File: config.mk
export PLATFORM = sky130hd
export DESIGN_NAME = frame_generator
export DESIGN_NICKNAME = d
export VERILOG_FILES = /design/src/rtl/frame_generator.sv
export SDC_FILE = /design/constraint.sdc
export NUM_CORES = 1
export LEC_CHECK = 0
export ABC_AREA = 1
export BUFFER_PORTS_ARGS = -buffer_cell sky130_fd_sc_hd__buf_2
export CORE_UTILIZATION = 36
export DETAILED_ROUTE_END_ITERATION = 6
export HOLD_SLACK_MARGIN = 0.02
export PLACE_DENSITY = 0.54
export SLEW_MARGIN = 20
export SYNTH_ARGS = -nofsm -noshare
export SYNTH_HDL_FRONTEND = slang
export SYNTH_SLANG_ARGS = --single-unit
File: constraint.sdc
create_clock -name clk -period 3.65 [get_ports clk]
set_input_delay 0.365 -clock clk [delete_from_list [all_inputs] [get_ports clk]]
set_output_delay 0.365 -clock clk [all_outputs]
set_load 0.01 [all_outputs]
File: src/rtl/frame_generator.sv
// Avalon-MM programmable AXIS frame generator: beat 0 carries a sequence number, beat k carries seed+k.
// Registered readdata (1-cycle latency); tdata/tlast are held while tx_tready is low and those cycles are counted.
module frame_generator #(
   parameter int LEN_WIDTH = 11,
   parameter int GAP_WIDTH = 8
) (
   input  logic        clk,
   input  logic        reset,
   input  logic [31:0] writedata,
   input  logic        write,
   input  logic        chipselect,
   input  logic [7:0]  address,
   input  logic        read,
   output logic [31:0] readdata,
   output logic [15:0] tx_tdata,
   output logic        tx_tvalid,
   input  logic        tx_tready,
   output logic        tx_tlast,
   output logic        irq
);

   typedef enum logic [1:0] {IDLE, SEND, GAP} state_t;

   state_t               state_q, state_d;
   logic                 cont_q, cont_d;
   logic                 irq_en_q, irq_en_d;
   logic [LEN_WIDTH-1:0] frame_len_q, frame_len_d;
   logic [31:0]          num_frames_q, num_frames_d;
   logic [GAP_WIDTH-1:0] gap_q, gap_d;
   logic [15:0]          seed_q, seed_d;
   logic [LEN_WIDTH-1:0] beat_idx_q, beat_idx_d;
   logic [15:0]          seq_q, seq_d;
   logic [GAP_WIDTH-1:0] gap_cnt_q, gap_cnt_d;
   logic [31:0]          beats_q, beats_d;
   logic [31:0]          frames_q, frames_d;
   logic [31:0]          stall_q, stall_d;
   logic                 done_q, done_d;
   logic                 stop_pending_q, stop_pending_d;
   logic [31:0]          readdata_q, readdata_d;

   logic                 wr_en, rd_en, start_stb, stop_stb;
   logic [LEN_WIDTH-1:0] last_idx;
   logic                 busy;

   assign wr_en     = chipselect & write;
   assign rd_en     = chipselect & read;
   assign start_stb = wr_en && (address == 8'd0) && writedata[0];
   assign stop_stb  = wr_en && (address == 8'd0) && writedata[1];
   assign busy      = (state_q != IDLE);

   // A zero frame length behaves as a single-beat frame.
   assign last_idx  = (frame_len_q == '0) ? '0 : frame_len_q - LEN_WIDTH'(1);

   assign tx_tvalid = (state_q == SEND);
   assign tx_tlast  = tx_tvalid && (beat_idx_q == last_idx);
   assign tx_tdata  = !tx_tvalid          ? 16'h0000 :
                      (beat_idx_q == '0)  ? seq_q    :
                                            seed_q + 16'(beat_idx_q);
   assign irq       = done_q & irq_en_q;
   assign readdata  = readdata_q;

   always_comb begin
      state_d        = state_q;
      cont_d         = cont_q;
      irq_en_d       = irq_en_q;
      frame_len_d    = frame_len_q;
      num_frames_d   = num_frames_q;
      gap_d          = gap_q;
      seed_d         = seed_q;
      beat_idx_d     = beat_idx_q;
      seq_d          = seq_q;
      gap_cnt_d      = gap_cnt_q;
      beats_d        = beats_q;
      frames_d       = frames_q;
      stall_d        = stall_q;
      done_d         = done_q;
      stop_pending_d = stop_pending_q;
      readdata_d     = readdata_q;

      if (wr_en && address == 8'd0) begin
         cont_d   = writedata[2];
         irq_en_d = writedata[3];
      end
      // Run parameters are frozen while a run is in progress.
      if (wr_en && !busy) begin
         case (address)
            8'd1:    frame_len_d  = writedata[LEN_WIDTH-1:0];
            8'd2:    num_frames_d = writedata;
            8'd3:    gap_d        = writedata[GAP_WIDTH-1:0];
            8'd4:    seed_d       = writedata[15:0];
            default: ;
         endcase
      end

      case (state_q)
         IDLE: begin
            if (start_stb && (cont_d || num_frames_q != 32'd0)) begin
               state_d        = SEND;
               beats_d        = 32'd0;
               frames_d       = 32'd0;
               stall_d        = 32'd0;
               done_d         = 1'b0;
               stop_pending_d = 1'b0;
               beat_idx_d     = '0;
               seq_d          = 16'd0;
            end
         end
         SEND: begin
            if (stop_stb) stop_pending_d = 1'b1;
            if (!tx_tready) begin
               stall_d = stall_q + 32'd1;
            end else begin
               beats_d = beats_q + 32'd1;
               if (tx_tlast) begin
                  frames_d   = frames_q + 32'd1;
                  seq_d      = seq_q + 16'd1;
                  beat_idx_d = '0;
                  if (stop_pending_q || stop_stb ||
                      (!cont_q && (frames_q + 32'd1 == num_frames_q))) begin
                     state_d = IDLE;
                     done_d  = 1'b1;
                  end else if (gap_q != '0) begin
                     state_d   = GAP;
                     gap_cnt_d = '0;
                  end
               end else begin
                  beat_idx_d = beat_idx_q + LEN_WIDTH'(1);
               end
            end
         end
         GAP: begin
            if (stop_stb || stop_pending_q) begin
               state_d = IDLE;
               done_d  = 1'b1;
            end else if (gap_cnt_q == gap_q - GAP_WIDTH'(1)) begin
               state_d = SEND;
            end else begin
               gap_cnt_d = gap_cnt_q + GAP_WIDTH'(1);
            end
         end
         default: state_d = IDLE;
      endcase

      if (rd_en) begin
         case (address)
            8'd0:    readdata_d = {28'd0, irq_en_q, cont_q, 2'b00};
            8'd1:    readdata_d = 32'(frame_len_q);
            8'd2:    readdata_d = num_frames_q;
            8'd3:    readdata_d = 32'(gap_q);
            8'd4:    readdata_d = {16'd0, seed_q};
            8'd5:    readdata_d = {29'd0, stop_pending_q, done_q, busy};
            8'd6:    readdata_d = beats_q;
            8'd7:    readdata_d = frames_q;
            8'd8:    readdata_d = stall_q;
            default: readdata_d = 32'd0;
         endcase
      end
   end

   always_ff @(posedge clk) begin
      if (reset) begin
         state_q        <= IDLE;
         cont_q         <= 1'b0;
         irq_en_q       <= 1'b0;
         frame_len_q    <= LEN_WIDTH'(1);
         num_frames_q   <= 32'd0;
         gap_q          <= '0;
         seed_q         <= 16'd0;
         beat_idx_q     <= '0;
         seq_q          <= 16'd0;
         gap_cnt_q      <= '0;
         beats_q        <= 32'd0;
         frames_q       <= 32'd0;
         stall_q        <= 32'd0;
         done_q         <= 1'b0;
         stop_pending_q <= 1'b0;
         readdata_q     <= 32'd0;
      end else begin
         state_q        <= state_d;
         cont_q         <= cont_d;
         irq_en_q       <= irq_en_d;
         frame_len_q    <= frame_len_d;
         num_frames_q   <= num_frames_d;
         gap_q          <= gap_d;
         seed_q         <= seed_d;
         beat_idx_q     <= beat_idx_d;
         seq_q          <= seq_d;
         gap_cnt_q      <= gap_cnt_d;
         beats_q        <= beats_d;
         frames_q       <= frames_d;
         stall_q        <= stall_d;
         done_q         <= done_d;
         stop_pending_q <= stop_pending_d;
         readdata_q     <= readdata_d;
      end
   end

endmodule

==> flow_summary_export.csv <==
group,metric,value,unit
outcome,status,"finished clean",
clocking,holdBufCountCts,0,
floorplan,io_pins,97,
yosys,synth_seq_cells,236,
global_route,grt_usage,0.268,
yosys,ys_seq_area_frac,0.324,
drt,drt-initial-drc-count,1584,
worst_setup_path,worst-path-max-fanout,4,
yosys,syn_inst,2313,
worst_setup_path,critical_path_required,3.28,ns
yosys,async_flop_share,0,
worst_setup_path,cp.arrival,3.02,ns
global_route,grt_remaining_overflow,0,
clocking,htree_num_levels,1,
sta,drv_slew,0,
sta,fin_crit,3.39,ns
floorplan,die-width,203,um
drt,drt_pass1_iterations,5,
power,vdd_ir_drop_max,0.000345,V
place,port_buffers,96,
finish,n_fill_cell,4322,
sta,max_freq,295,MHz
power,p_comb_frac,0.122,
clocking,cts.sinks,236,
power,power.total,6430,uW
sta,whs,0.0679,ns
drt,vias,15900,
sta,max_slew_margin,0.293,
sta,fin_skew,0.0199,ns
power,p_int,4600,uW
worst_setup_path,slowest_delay,0.40,ns
global_route,grt_pass1_wl,85.4,mm
drt,viasPerCell,5.44,
worst_setup_path,r2r_cells,15,
yosys,synth_cell_type_count,48,
yosys,syn_nets,2385,
sta,hold_violations,0,
sta,setup_viol,0,
worst_setup_path,slowest_stage,"fa_1",
yosys,ys.flop_type,"dfxtp_1",
yosys,synth_edf_count,0,
worst_setup_path,crit_type,"reg2out",
power,power_frac_seq,0.413,
drt,drc_errors,0,
yosys,synth_area,14600,sq um
floorplan,dieArea,41400,sq um
worst_setup_path,reg2reg_to,"frames_q[23]$_SDFFE_PP0P_",
global_route,antenna_found_initial,1,
finish,syn2layout_area_growth,13.6,%
floorplan,rows,73,
sta,post-route-period-util,0.928,
worst_setup_path,worstPathCellList,"ha_1, inv_1, fa_1, nand3b_1, nand2_1, nand4_1, o211ai_1, a31oi_2, o21ai_2, nand3_1, xor2_1, a21oi_1, buf_2",
worst_setup_path,end_kind,"output port",
clocking,cts_buffers,30,
power,p_sw,1830,uW
floorplan,coreArea,39800,sq um
place,gp_congestion,0.947,
yosys,synth_area_per_cell,6.31,sq um
floorplan,die_h,203,um
drt,ant_nets,0,
worst_hold_path,min_path_type,"in2reg",
clocking,clock_latency,0.58,ns
floorplan,initial_core_util,0.367,
yosys,ys_warn_count,0,
power,swShare,0.285,
sta,worstMarginPinSlew,1.05,ns
sta,rsz0062_at_grt,"false",
worst_hold_path,min-delay-start,"writedata[25]",
worst_setup_path,r2r_slack,0.61,ns
power,clockPowerShare,0.465,
clocking,cts-root-buf,"clkbuf_16",
global_route,grt_pass1_vias,14900,
worst_setup_path,cp-start-kind,"flip-flop",
finish,final_layout_size_suffix_gt1_frac,0.0898,
power,power_density,388,nW/um^2
place,place.detailed.hpwl,42.9,mm
clocking,clockBufferDepth,3,
worst_hold_path,holdPathEnd,"num_frames_q[25]$_SDFFE_PP0P_",
sta,fin_tns_setup,0,ns
clocking,cts_tree,"done",
worst_hold_path,holdPathStages,3,
global_route,grt_max_degree,56,
power,p_leak,0.00614,uW
drt,wire_per_inst,19.2,um
finish,final_nets,2455,
drt,drt_wl_total,56.4,mm
clocking,clkTransAtPathRegs,0.06,ns
job,cap_violations,0,
worst_setup_path,r2r_start,"frame_len_q[1]$_SDFFE_PP0P_",
[per-layer routing]
layer	up-vias	global-route usage	wire length [um]
met3	86	0.0436	3800
met4	0	0.0859	1680
met2	533	0.421	24700
met5	-	0	0
li1	7813	-	-
met1	7516	0.372	26200
[worst max-delay path, delay by kind of cell (launching register included)]
kind | cells | cell delay (ns)
buffers and inverters | 2 | 0.21
flip-flops | 1 | 0.38
AND/OR/NAND/NOR | 4 | 0.50
adder cells (fa/ha/maj) | 2 | 0.59
AO/OA/AOI/OAI | 4 | 0.60
XOR/XNOR | 1 | 0.16
[cells by family (layout without fill, tap and decap cells)]
logic type | count (synthesis) | count (layout) | synth area share
DFF | 236 | 236 | 0.324
and+or+nand+nor | 1158 | 1158 | 0.342
adders and majority gates | 26 | 26 | 0.0228
AOI/OAI and AO/OA | 478 | 478 | 0.178
other | 0 | 1 | 0
buffers and inverters | 350 | 442 | 0.0931
xor gates and xnor gates | 65 | 65 | 0.0399
[area by class of cell]
type                       count  area, sq um  share of cell area
multi-input combinational   1727         8540               0.515
sequential                   236         4720               0.285
inverter                     267         1000              0.0604
clock buffer                  48          920              0.0555
timing repair buffer         121          681              0.0410
tap                          525          657              0.0396
clock inverter                 6         58.8             0.00355
antenna                        1         2.50            0.000151
[worst max path at each step]
stage / startpoint / end / slack (ns)
final: beat_idx_q[0]$_SDFFE_PP0P_ / tx_tdata[14] / 0.26
after global routing: beat_idx_q[0]$_SDFFE_PP0P_ / tx_tdata[14] / 0.002
after CTS: beat_idx_q[0]$_SDFFE_PP0P_ / tx_tdata[14] / 0.1
after detailed placement: address[7] / frames_q[16]$_SDFFE_PP0P_ / 0.53
after global placement: address[7] / frames_q[7]$_SDFFE_PP0P_ / 0.67
after floorplan: beat_idx_q[0]$_SDFFE_PP0P_ / tx_tdata[14] / 1.03
[power by group through the flow]
stage	registers [uW]	logic, uW	clock network [uW]
finish	2660	785	2990
global route	2660	869	3130
CTS	2650	779	3040
detailed placement	2710	776	0
global placement	2710	771	0
floorplan	2700	537	0
[state kept, by name (all words and copies together), names as in the netlist]
signal,count
beat_idx_q,11
irq_en_q,1
frame_len_q,11
num_frames_q,32
seed_q,16
stop_pending_q,1
state_q,2
seq_q,16
cont_q,1
gap_q,8
stall_q,32
done_q,1
readdata,32
beats_q,32
frames_q,32
gap_cnt_q,8
[metrics by stage]
step	cells	utilization	cell area, sq um	setup WS (ns)
after global routing	2930	0.416	16600	0.00192
after global placement	2875	0.391	15600	0.665
final	2931	0.416	16600	0.263
after floorplan	2313	-	14600	1.03
after detailed placement	2875	0.391	15600	0.527
after CTS	2929	0.416	16600	0.0966
[Yosys cell counts (4+ instances only)]
cell type	n	share of area
a211oi_1	7	0.0036
a21oi_1	204	0.070
a221oi_1	5	0.0030
a31oi_1	5	0.0021
buf_1	6	0.0015
buf_2	15	0.0051
clkbuf_1	57	0.015
clkinv_1	4	0.0010
dfxtp_1	236	0.32
ha_1	25	0.021
inv_1	251	0.065
inv_2	12	0.0031
nand2_1	579	0.15
nand2_2	5	0.0021
nand2_4	5	0.0039
nand3_1	148	0.051
nand3_2	5	0.0034
nand4_1	48	0.021
nor2_1	257	0.066
nor2_2	8	0.0034
nor2_4	5	0.0039
nor3_1	57	0.020
nor3b_1	9	0.0046
nor4_1	23	0.0099
o2111ai_1	4	0.0024
o211ai_1	10	0.0051
o21ai_0	165	0.057
o21ai_1	14	0.0048
o221ai_1	4	0.0024
o22ai_1	45	0.019
o41ai_1	6	0.0036
xnor2_1	13	0.0078
xor2_1	51	0.031
[placed cells by master, fill, tap and decap left out, types with 5 or more instances in the layout]
cell       synthesis  layout
nor3b_1            9       9
xnor2_1           13      13
inv_2             12      13
nor3_1            57      56
o21ai_0          165     163
nor2_2             8       8
o22ai_1           45      45
nand2_2            5       5
o41ai_1            6       6
nand2_4            5       5
xor2_1            51      51
o21ai_1           14      15
nand3_2            5       6
dfxtp_1          236     236
nor2_1           257     257
a211oi_1           7       7
ha_1              25      24
nor4_1            23      23
nand2_1          579     579
o211ai_1          10      10
nand4_1           48      48
clkinv_1           4       5
a221oi_1           5       5
clkbuf_16          0      31
nand3_1          148     147
nor2_4             5       5
buf_4              3      24
clkbuf_8           0       8
clkbuf_1          57       9
buf_2             15      96
inv_1            251     249
a21oi_1          204     204
[what timing repair did]
item / in CTS / in global routing
setup buffers: 0 / 1
endpoints found under the setup margin: 0 / 3
gates resized for setup: 0 / 4
Note: power is estimated with default switching activity, not from simulation.
